## src/rtl/ysyx_22050039_div_seq.sv

```systemverilog
// ysyx_22050039_div_seq: multi-cycle radix-2 restoring divider for RV64M DIV/DIVU/REM/REMU and their W variants
module ysyx_22050039_div_seq #(
    parameter int XLEN = 64
) (
    input  logic            clk,
    input  logic            rst,
    input  logic            in_valid,
    output logic            in_ready,
    input  logic [1:0]      op,
    input  logic            word,
    input  logic [XLEN-1:0] src1,
    input  logic [XLEN-1:0] src2,
    input  logic            kill,
    output logic            stall,
    output logic            out_valid,
    input  logic            out_ready,
    output logic [XLEN-1:0] result
);
    typedef enum logic [2:0] {IDLE, PREP, ITER, FIX, DONE} state_t;
    state_t          state_q, state_d;
    logic [1:0]      op_q, op_d;
    logic            word_q, word_d;
    logic [XLEN-1:0] src1_q, src1_d, src2_q, src2_d;
    logic [XLEN-1:0] rem_q, rem_d, quo_q, quo_d, b_q, b_d, result_q, result_d;
    logic [6:0]      cnt_q, cnt_d;
    logic            qs_q, qs_d, rs_q, rs_d;
    logic            sgn, sa, sb, zero_b, ovf;
    logic [XLEN-1:0] a_ext, b_ext, abs_a, abs_b, min_neg, init_quo;
    logic [XLEN-1:0] st_rem, st_quo, st_b, rem_n, quo_n, spec_sel, fix_sel, pick, res_ext;
    logic [XLEN:0]   sh, diff;
    function automatic logic [XLEN-1:0] sext32(input logic [XLEN-1:0] v);
        return {{(XLEN-32){v[31]}}, v[31:0]};
    endfunction
    always_comb begin
        sgn      = ~op_q[0];
        a_ext    = word_q ? {{(XLEN-32){sgn & src1_q[31]}}, src1_q[31:0]} : src1_q;
        b_ext    = word_q ? {{(XLEN-32){sgn & src2_q[31]}}, src2_q[31:0]} : src2_q;
        sa       = sgn & a_ext[XLEN-1];
        sb       = sgn & b_ext[XLEN-1];
        abs_a    = sa ? -a_ext : a_ext;
        abs_b    = sb ? -b_ext : b_ext;
        min_neg  = word_q ? {{(XLEN-31){1'b1}}, 31'b0} : {1'b1, {(XLEN-1){1'b0}}};
        zero_b   = b_ext == '0;
        ovf      = sgn & (a_ext == min_neg) & (&b_ext);
        // W operands sit in the top half so the shift always pulls from the MSB
        init_quo = word_q ? {abs_a[31:0], {(XLEN-32){1'b0}}} : abs_a;
        st_rem   = (state_q == PREP) ? '0 : rem_q;
        st_quo   = (state_q == PREP) ? init_quo : quo_q;
        st_b     = (state_q == PREP) ? abs_b : b_q;
        sh       = {st_rem, st_quo[XLEN-1]};
        diff     = sh - {1'b0, st_b};
        rem_n    = diff[XLEN] ? sh[XLEN-1:0] : diff[XLEN-1:0];
        quo_n    = {st_quo[XLEN-2:0], ~diff[XLEN]};
        spec_sel = op_q[1] ? (zero_b ? a_ext : '0) : (zero_b ? '1 : a_ext);
        fix_sel  = op_q[1] ? (rs_q ? -rem_q : rem_q) : (qs_q ? -quo_q : quo_q);
        pick     = (state_q == PREP) ? spec_sel : fix_sel;
        res_ext  = word_q ? sext32(pick) : pick;
        state_d  = state_q;
        op_d     = op_q;
        word_d   = word_q;
        src1_d   = src1_q;
        src2_d   = src2_q;
        rem_d    = rem_q;
        quo_d    = quo_q;
        b_d      = b_q;
        cnt_d    = cnt_q;
        qs_d     = qs_q;
        rs_d     = rs_q;
        result_d = result_q;
        case (state_q)
            IDLE: if (in_valid && !kill) begin
                state_d = PREP;
                op_d    = op;
                word_d  = word;
                src1_d  = src1;
                src2_d  = src2;
            end
            PREP: if (zero_b || ovf) begin
                state_d  = DONE;
                result_d = res_ext;
            end else begin
                // the first shift-subtract step is folded into this cycle
                state_d = ITER;
                rem_d   = rem_n;
                quo_d   = quo_n;
                b_d     = abs_b;
                qs_d    = sa ^ sb;
                rs_d    = sa;
                cnt_d   = word_q ? 7'd31 : 7'(XLEN-1);
            end
            ITER: begin
                rem_d   = rem_n;
                quo_d   = quo_n;
                cnt_d   = cnt_q - 7'd1;
                state_d = (cnt_q == 7'd1) ? FIX : ITER;
            end
            FIX: begin
                state_d  = DONE;
                result_d = res_ext;
            end
            DONE: state_d = out_ready ? IDLE : DONE;
            default: state_d = IDLE;
        endcase
        if (kill && state_q != IDLE) begin
            state_d  = IDLE;
            result_d = result_q;
        end
    end
    always_ff @(posedge clk) begin
        if (rst) begin
            state_q  <= IDLE;
            op_q     <= '0;
            word_q   <= 1'b0;
            src1_q   <= '0;
            src2_q   <= '0;
            rem_q    <= '0;
            quo_q    <= '0;
            b_q      <= '0;
            cnt_q    <= '0;
            qs_q     <= 1'b0;
            rs_q     <= 1'b0;
            result_q <= '0;
        end else begin
            state_q  <= state_d;
            op_q     <= op_d;
            word_q   <= word_d;
            src1_q   <= src1_d;
            src2_q   <= src2_d;
            rem_q    <= rem_d;
            quo_q    <= quo_d;
            b_q      <= b_d;
            cnt_q    <= cnt_d;
            qs_q     <= qs_d;
            rs_q     <= rs_d;
            result_q <= result_d;
        end
    end
    assign in_ready  = state_q == IDLE;
    assign stall     = state_q != IDLE;
    assign out_valid = state_q == DONE;
    assign result    = result_q;
endmodule

```

## config.mk

```make
export PLATFORM = sky130hd
export DESIGN_NAME = ysyx_22050039_div_seq
export DESIGN_NICKNAME = d
export VERILOG_FILES = /design/src/rtl/ysyx_22050039_div_seq.sv
export SDC_FILE = /design/constraint.sdc
export NUM_CORES = 2
export LEC_CHECK = 0
export BUFFER_PORTS_ARGS = -buffer_cell sky130_fd_sc_hd__buf_2
export CAP_MARGIN = 0
export CORE_UTILIZATION = 50
export DETAILED_ROUTE_END_ITERATION = 12
export PLACE_DENSITY = 0.68
export SETUP_SLACK_MARGIN = 0.3
export SLEW_MARGIN = 20
export SYNTH_ARGS = -nofsm -noshare
export SYNTH_HDL_FRONTEND = slang
export SYNTH_SLANG_ARGS = --single-unit
```

## constraint.sdc

```tcl
create_clock -name clk -period 6.38 [get_ports clk]
set_input_delay 0.957 -clock clk [delete_from_list [all_inputs] [get_ports clk]]
set_output_delay 0.957 -clock clk [all_outputs]
set_load 0.02 [all_outputs]
```

Word level (Yosys, flattened, before mapping) --
Cells that the tools add are included.
Storage, ports and cells: register bits after elaboration 399, memory bits (writable) 0, input port bits 136, latch bits 0, logic and storage cells 85, output and inout bits 67, memories 0, bits in read-only memories 0
Cells by class: $add $sub $neg 6, mux-type cells 32, divide/modulo/power cells 0, shifts and indexed selects 0, reduce and logical (&&, ||, !) cells 15, $lt $le $gt $ge 0, multiply operators 0, equality and inequality tests 9, bitwise gates (word level) 11
Operators by type and width (number):
- 64-bit 2-to-1 mux | 20
- 64-bit one-hot mux with 2 select lines | 3
- 64-bit negation | 4
- 65-bit by 64-bit subtractor with 65-bit output | 1
- 64-bit == test | 1
- 64-bit logical NOT | 1
- 64-bit AND reduction | 1
- 63-bit 2-to-1 mux | 1
- 3-bit one-hot mux with 5 select lines | 1
- 7-bit one-hot mux with 2 select lines | 1
- 3-bit 2-to-1 mux | 3
- 7-bit by 1-bit == test with 1-bit output, second input constant | 1
- 7-bit 2-to-1 mux | 1
- 7-bit by 1-bit subtractor with 7-bit output, second input constant | 1
- 1-bit AND | 6
- 3-bit by 2-bit == test with 1-bit output, second input constant | 2
- 6-bit 2-to-1 mux | 1
- 2-bit AND reduction | 3
- 2-bit by 1-bit != test with 1-bit output, second input constant | 2
- 1-bit inverter | 4
- 2-bit nonzero test | 2
- 3-bit by 1-bit == test with 1-bit output, second input constant | 1
- 3-bit == test, second input constant | 1
- 3-bit logical NOT | 1
- other kinds (9) | 10

Logic depth before layout (Yosys ltp) --
depth in word-level cells 11, mapped depth 25, gate-level depth less buffers 21

Worst setup path after synthesis --
OpenSTA, ideal clock, no wires.
path kind register to register, start point reg src1_q[10], end point reg rem_q[9], setup time 0.137 ns, arrival time 5.681 ns, data required time 6.243 ns, stages on the path, launching flop included 24, period minus slack after synthesis 5.819 ns, slack 0.561 ns, path buffers 2, cell sequence dfxtp_1 -> or4_1 -> nand3b_1 -> nor4_1 -> nand4_1 -> nor4_1 -> nor2_1 -> o221ai_1 -> o21ai_0 -> ha_1 -> inv_1 -> fa_1 -> a211o_1 -> a211oi_1 -> o21ba_2 -> o211a_1 -> o41ai_1 -> and3_1 -> o21ai_0 -> nand3_1 -> clkbuf_1 -> buf_1 -> mux2i_1 -> a211oi_1
On the way: longest elaborated chain between the ends 9, elaborated cells on any way between the ends 15, those cells by class add/sub: 2; eq/ne: 2; mux: 7; bitwise: 2; reduce/logical: 2
Ends and longest elaborated chain:
- start, declared | RTL line 23 | logic [XLEN-1:0] src1_q, src1_d, src2_q, src2_d;
- start signal, assigned | RTL line 127 | src1_q <= src1_d;
- 64-bit 2-to-1 mux * | RTL line 36 | a_ext = word_q ? {{(XLEN-32){sgn & src1_q[31]}}, src1_q[31:0]} : src1_q;
- 64-bit negation | RTL line 40 | abs_a = sa ? -a_ext : a_ext;
- 64-bit 2-to-1 mux | RTL line 40
- 64-bit 2-to-1 mux | RTL line 46 | init_quo = word_q ? {abs_a[31:0], {(XLEN-32){1'b0}}} : abs_a;
- 64-bit 2-to-1 mux | RTL line 48 | st_quo = (state_q == PREP) ? init_quo : quo_q;
- 65-bit by 64-bit subtractor with 65-bit output | RTL line 51 | diff = sh - {1'b0, st_b};
- 64-bit 2-to-1 mux | RTL line 52 | rem_n = diff[XLEN] ? sh[XLEN-1:0] : diff[XLEN-1:0];
- 64-bit 2-to-1 mux | RTL line 78 | PREP: if (zero_b || ovf) begin
- 64-bit one-hot mux with 2 select lines | RTL line 70 | case (state_q)
- end signal, assigned | RTL line 129 | rem_q <= rem_d;
- end, declared | RTL line 24 | logic [XLEN-1:0] rem_q, rem_d, quo_q, quo_d, b_q, b_d, result_q, result_d;
Every way passes the cells marked *; elsewhere a longest branch is shown, timed or not. The select of a mux whose other input is x is not followed. A chain may end at the register's enable or synchronous reset.

Worst setup path after layout --
start point reg src1_q[11], end point reg rem_q[3]
The elaborated chain is that of the path after synthesis.

==> out/metrics.csv <==
stage,metric,value,unit
pwr,Switching Fraction,40.08,%
synth,synthesized area,28150,um2
global_routing,Tot GR Track Use,35.81,%
synth,count of state elements after synthesis,399,
cts,hold-fix buffers at CTS,0,
critical_path,Critical Path RT,6.87,ns
finish,"commonest non-fill, non-tap cell in the layout",nor2_1,
critical_path,R2R Setup Slk,0.52,ns
global_routing,initial antenna violation count,1,
timing,post-route setup TNS,0,ns
place,GPL Wtd Cong,0.9919,
global_routing,global-route wire length before repair,159800,um
timing,Max Clock Skew,0.03186,ns
job,Max Cap Viol,0,
cts,"CTS clk-pin slew, worst paths",0.06,ns
critical_path,worst-path fanout max,17,
cts,Inserted Clock Buffers,46,
timing,Final Hold Viols,0,
floorplan,row count,86,
timing,fin crit share,91.79,%
finish,P&R area growth vs syn,12.67,%
route,drt drc,0,
cts,Max clock buf depth,3,
critical_path,arrival time worst endpoint,6.35,ns
cts,root buffer cell,clkbuf_16,
synth,syn_area_per_cell,7.160,um2
pwr,sequential power share,24.1,%
timing,Setup Viol. Count Final,0,
finish,ANT cells,0,
pwr,Static Leak,11.98,nW
timing,unrepaired setup endpoints after global routing,no,
finish,"commonest cells after routing, fill and taps aside","nor2_1 (515), nand2_1 (483), a21oi_1 (461)",
cts,clk sinks,399,
cts,clk_lat worst skew,0.61,ns
critical_path,startpoint class of the critical path,flop,
pwr,logic gate share of total power,49.9,%
place,HPWL after DPL,78160,um
pwr,Clock Power Share,26.0,%
pwr,Net Switching,4.941,mW
place,Placed Area,29770,um2
timing,Period minus WS final,5.856,ns
route,Routed Antenna Nets,0,
timing,Rel. slew slack,22.02,%
route,DR WL/cell,22.28,um
critical_path,CP Capture Type,flop,
synth,top-area cell type share of the netlist area,28.37,%
timing,upper clock frequency limit,170.8,MHz
finish,"Design Area, Final",31720,um2
critical_path,critical path type,reg -> reg,
place,Port Buffer Count,202,
floorplan,Initial Util,50.80,%
global_routing,global route overflow,0,
timing,Slew Limit Fails,0,
pwr,Pwr Density,388.7,nW/um2
synth,ys async rst share,0,%
hold_path,worst min-delay path category,reg -> reg,
status,status,finished clean,
global_routing,vias in the first global route,26370,
place,pre-CTS setup slack,0.3246,ns
global_routing,largest net degree at the start of global routing,177,
floorplan,I/O pin count,203,
route,DRT iter0 DRCs,4096,
floorplan,area of the core,55420,um2
synth,"Top FF cell, synth",dfxtp_1,
floorplan,Die X,239.3,um
route,Via-to-Cell Ratio,6.351,
floorplan,Die Footprint,57260,um2
cts,TritonCTS clock tree,done,
cts,H-tree Lvls,2,
route,WL final,105600,um
floorplan,Die Height,239.3,um
synth,Cell variety after synth,86,
synth,Syn Nets,4140,
synth,post-synth top area cell,dfxtp_1,
synth,"Seq/Total Area, Yosys",28.37,%
synth,number of synthesized flops with an enable pin,0,
synth,Syn. warnings,0,
synth,Mapped Cells,3932,
pwr,Int Power,7.387,mW
timing,Least-Margin Pin Slew,1.165,ns
finish,nets,4160,
synth,Synth area leaders,"dfxtp_1 (28%), a21oi_1 (8.2%), nor2_1 (6.9%)",
pwr,VDD IR-drop max,0.0005460,V
finish,layout cell share with drive strength beyond 1,11.63,%
timing,Final WS setup,0.5240,ns
route,Pre-antenna DRT Iters,6,
route,via count,30090,
-- kinds of logic (layout without fill, tap and decap cells) --
logic type,after synthesis,count (layout),share of synthesized area [%]
compound gates,1188,1188,26.50
xor+xnor,291,291,9.053
fa+ha+maj,105,105,4.400
buf+inv,386,444,5.267
flops,399,399,28.37
mux,50,50,1.796
simple gates,1513,1513,24.61
-- registers in the layout (all words and copies together) (netlist names) --
name / count
b_q: 64
cnt_q: 7
op_q: 2
qs_q: 1
quo_q: 64
rem_q: 64
result: 64
rs_q: 1
src1_q: 64
src2_q: 64
state_q: 3
word_q: 1
-- layout make-up --
class | instances | area, um2
multi-input combinational | 3147 | 18840
sequential | 399 | 7998
clock buffer | 66 | 1389
timing repair buffer | 308 | 1917
inverter | 50 | 187.7
tap | 748 | 935.9
clock inverter | 20 | 449.2
fill | 5397 | 23700
-- Yosys cell counts (all sizes together), types with 18 or more instances --
library cell	n
a31oi	24
or3	34
a311oi	32
nand3	41
buf	42
o31ai	49
o21a	18
o41ai	35
nor3	132
xnor2	163
a21o	32
ha	71
nor2b	68
o22ai	26
dfxtp	399
nor2	520
or4	43
a22oi	21
maj3	33
o21ai	188
a21oi	464
inv	49
o211ai	39
a211oi	153
nand4	48
nor4	48
clkbuf	294
nand2	484
mux2i	46
xor2	128
-- path summary, 6_finish.rpt --
| check | startpoint | endpoint | depth (start not counted) |
|---|---|---|---|
| hold reg to reg | b_q[47] | b_q[47] | 2 |
| setup / recovery | src1_q[11] | rem_q[3] | 25 |
| hold / removal | b_q[47] | b_q[47] | 2 |
| setup reg to reg | src1_q[11] | rem_q[3] | 25 |
-- layer usage --
layer	GRT usage, %	part of all wire, %	vias up
met5	0.7792	0.068	-
li1	-	-	14150
met4	11.09	3.6	4
met1	51.11	44	14050
met2	53.17	42	1677
met3	7.756	11	214
-- stage by stage --
| stage | power (mW) | hold WS (ns) | cells | utilization [%] |
|---|---|---|---|---|
| 4_1_cts | 12.16 | 0.4536 | 4736 | 57.05 |
| 5_1_grt | 12.88 | 0.4802 | 4738 | 57.24 |
| 6_report | 12.33 | 0.4537 | 4738 | 57.24 |
| 3_3_place_gp | 8.932 | 0.4389 | 4650 | 53.71 |
| 3_5_place_dp | 8.952 | 0.4458 | 4650 | 53.72 |
| 2_1_floorplan | 7.078 | 0.4336 | 3932 | - |
-- power by group through the flow --
stage	Sequential [mW]	Combinational (mW)	Clock, mW
6_report	2.97	6.15	3.20
5_1_grt	2.99	6.58	3.31
4_1_cts	2.96	5.98	3.22
3_5_place_dp	3.01	5.94	0
3_3_place_gp	3.01	5.93	0
2_1_floorplan	2.86	4.21	0
-- critical path, stage by stage (launching register included) --
cell and delay, ns:
dfxtp_1 0.37, or4_4 0.58, nand3b_1 0.27, nor4_2 0.25
buf_4 0.18, nand4_1 0.12, nor4_2 0.22, nor2_1 0.09
o221ai_2 0.21, o21ai_0 0.15, buf_4 0.19, ha_1 0.20
inv_1 0.07, fa_1 0.22, a211o_1 0.17, a211oi_1 0.12
o21ba_2 0.26, o211a_1 0.26, o41ai_2 0.30, buf_4 0.21
and3_1 0.20, or3_1 0.18, nand3_4 0.09, buf_12 0.18
or3_1 0.38, a311oi_1 0.25
-- timing repair --
item	in CTS	in global routing
gates resized for setup	1	20
setup endpoints to repair	4	65
hold endpoints to repair	0	0
buffers inserted	0	2
pin swaps	0	2
Power figures use the tool's default switching activity.
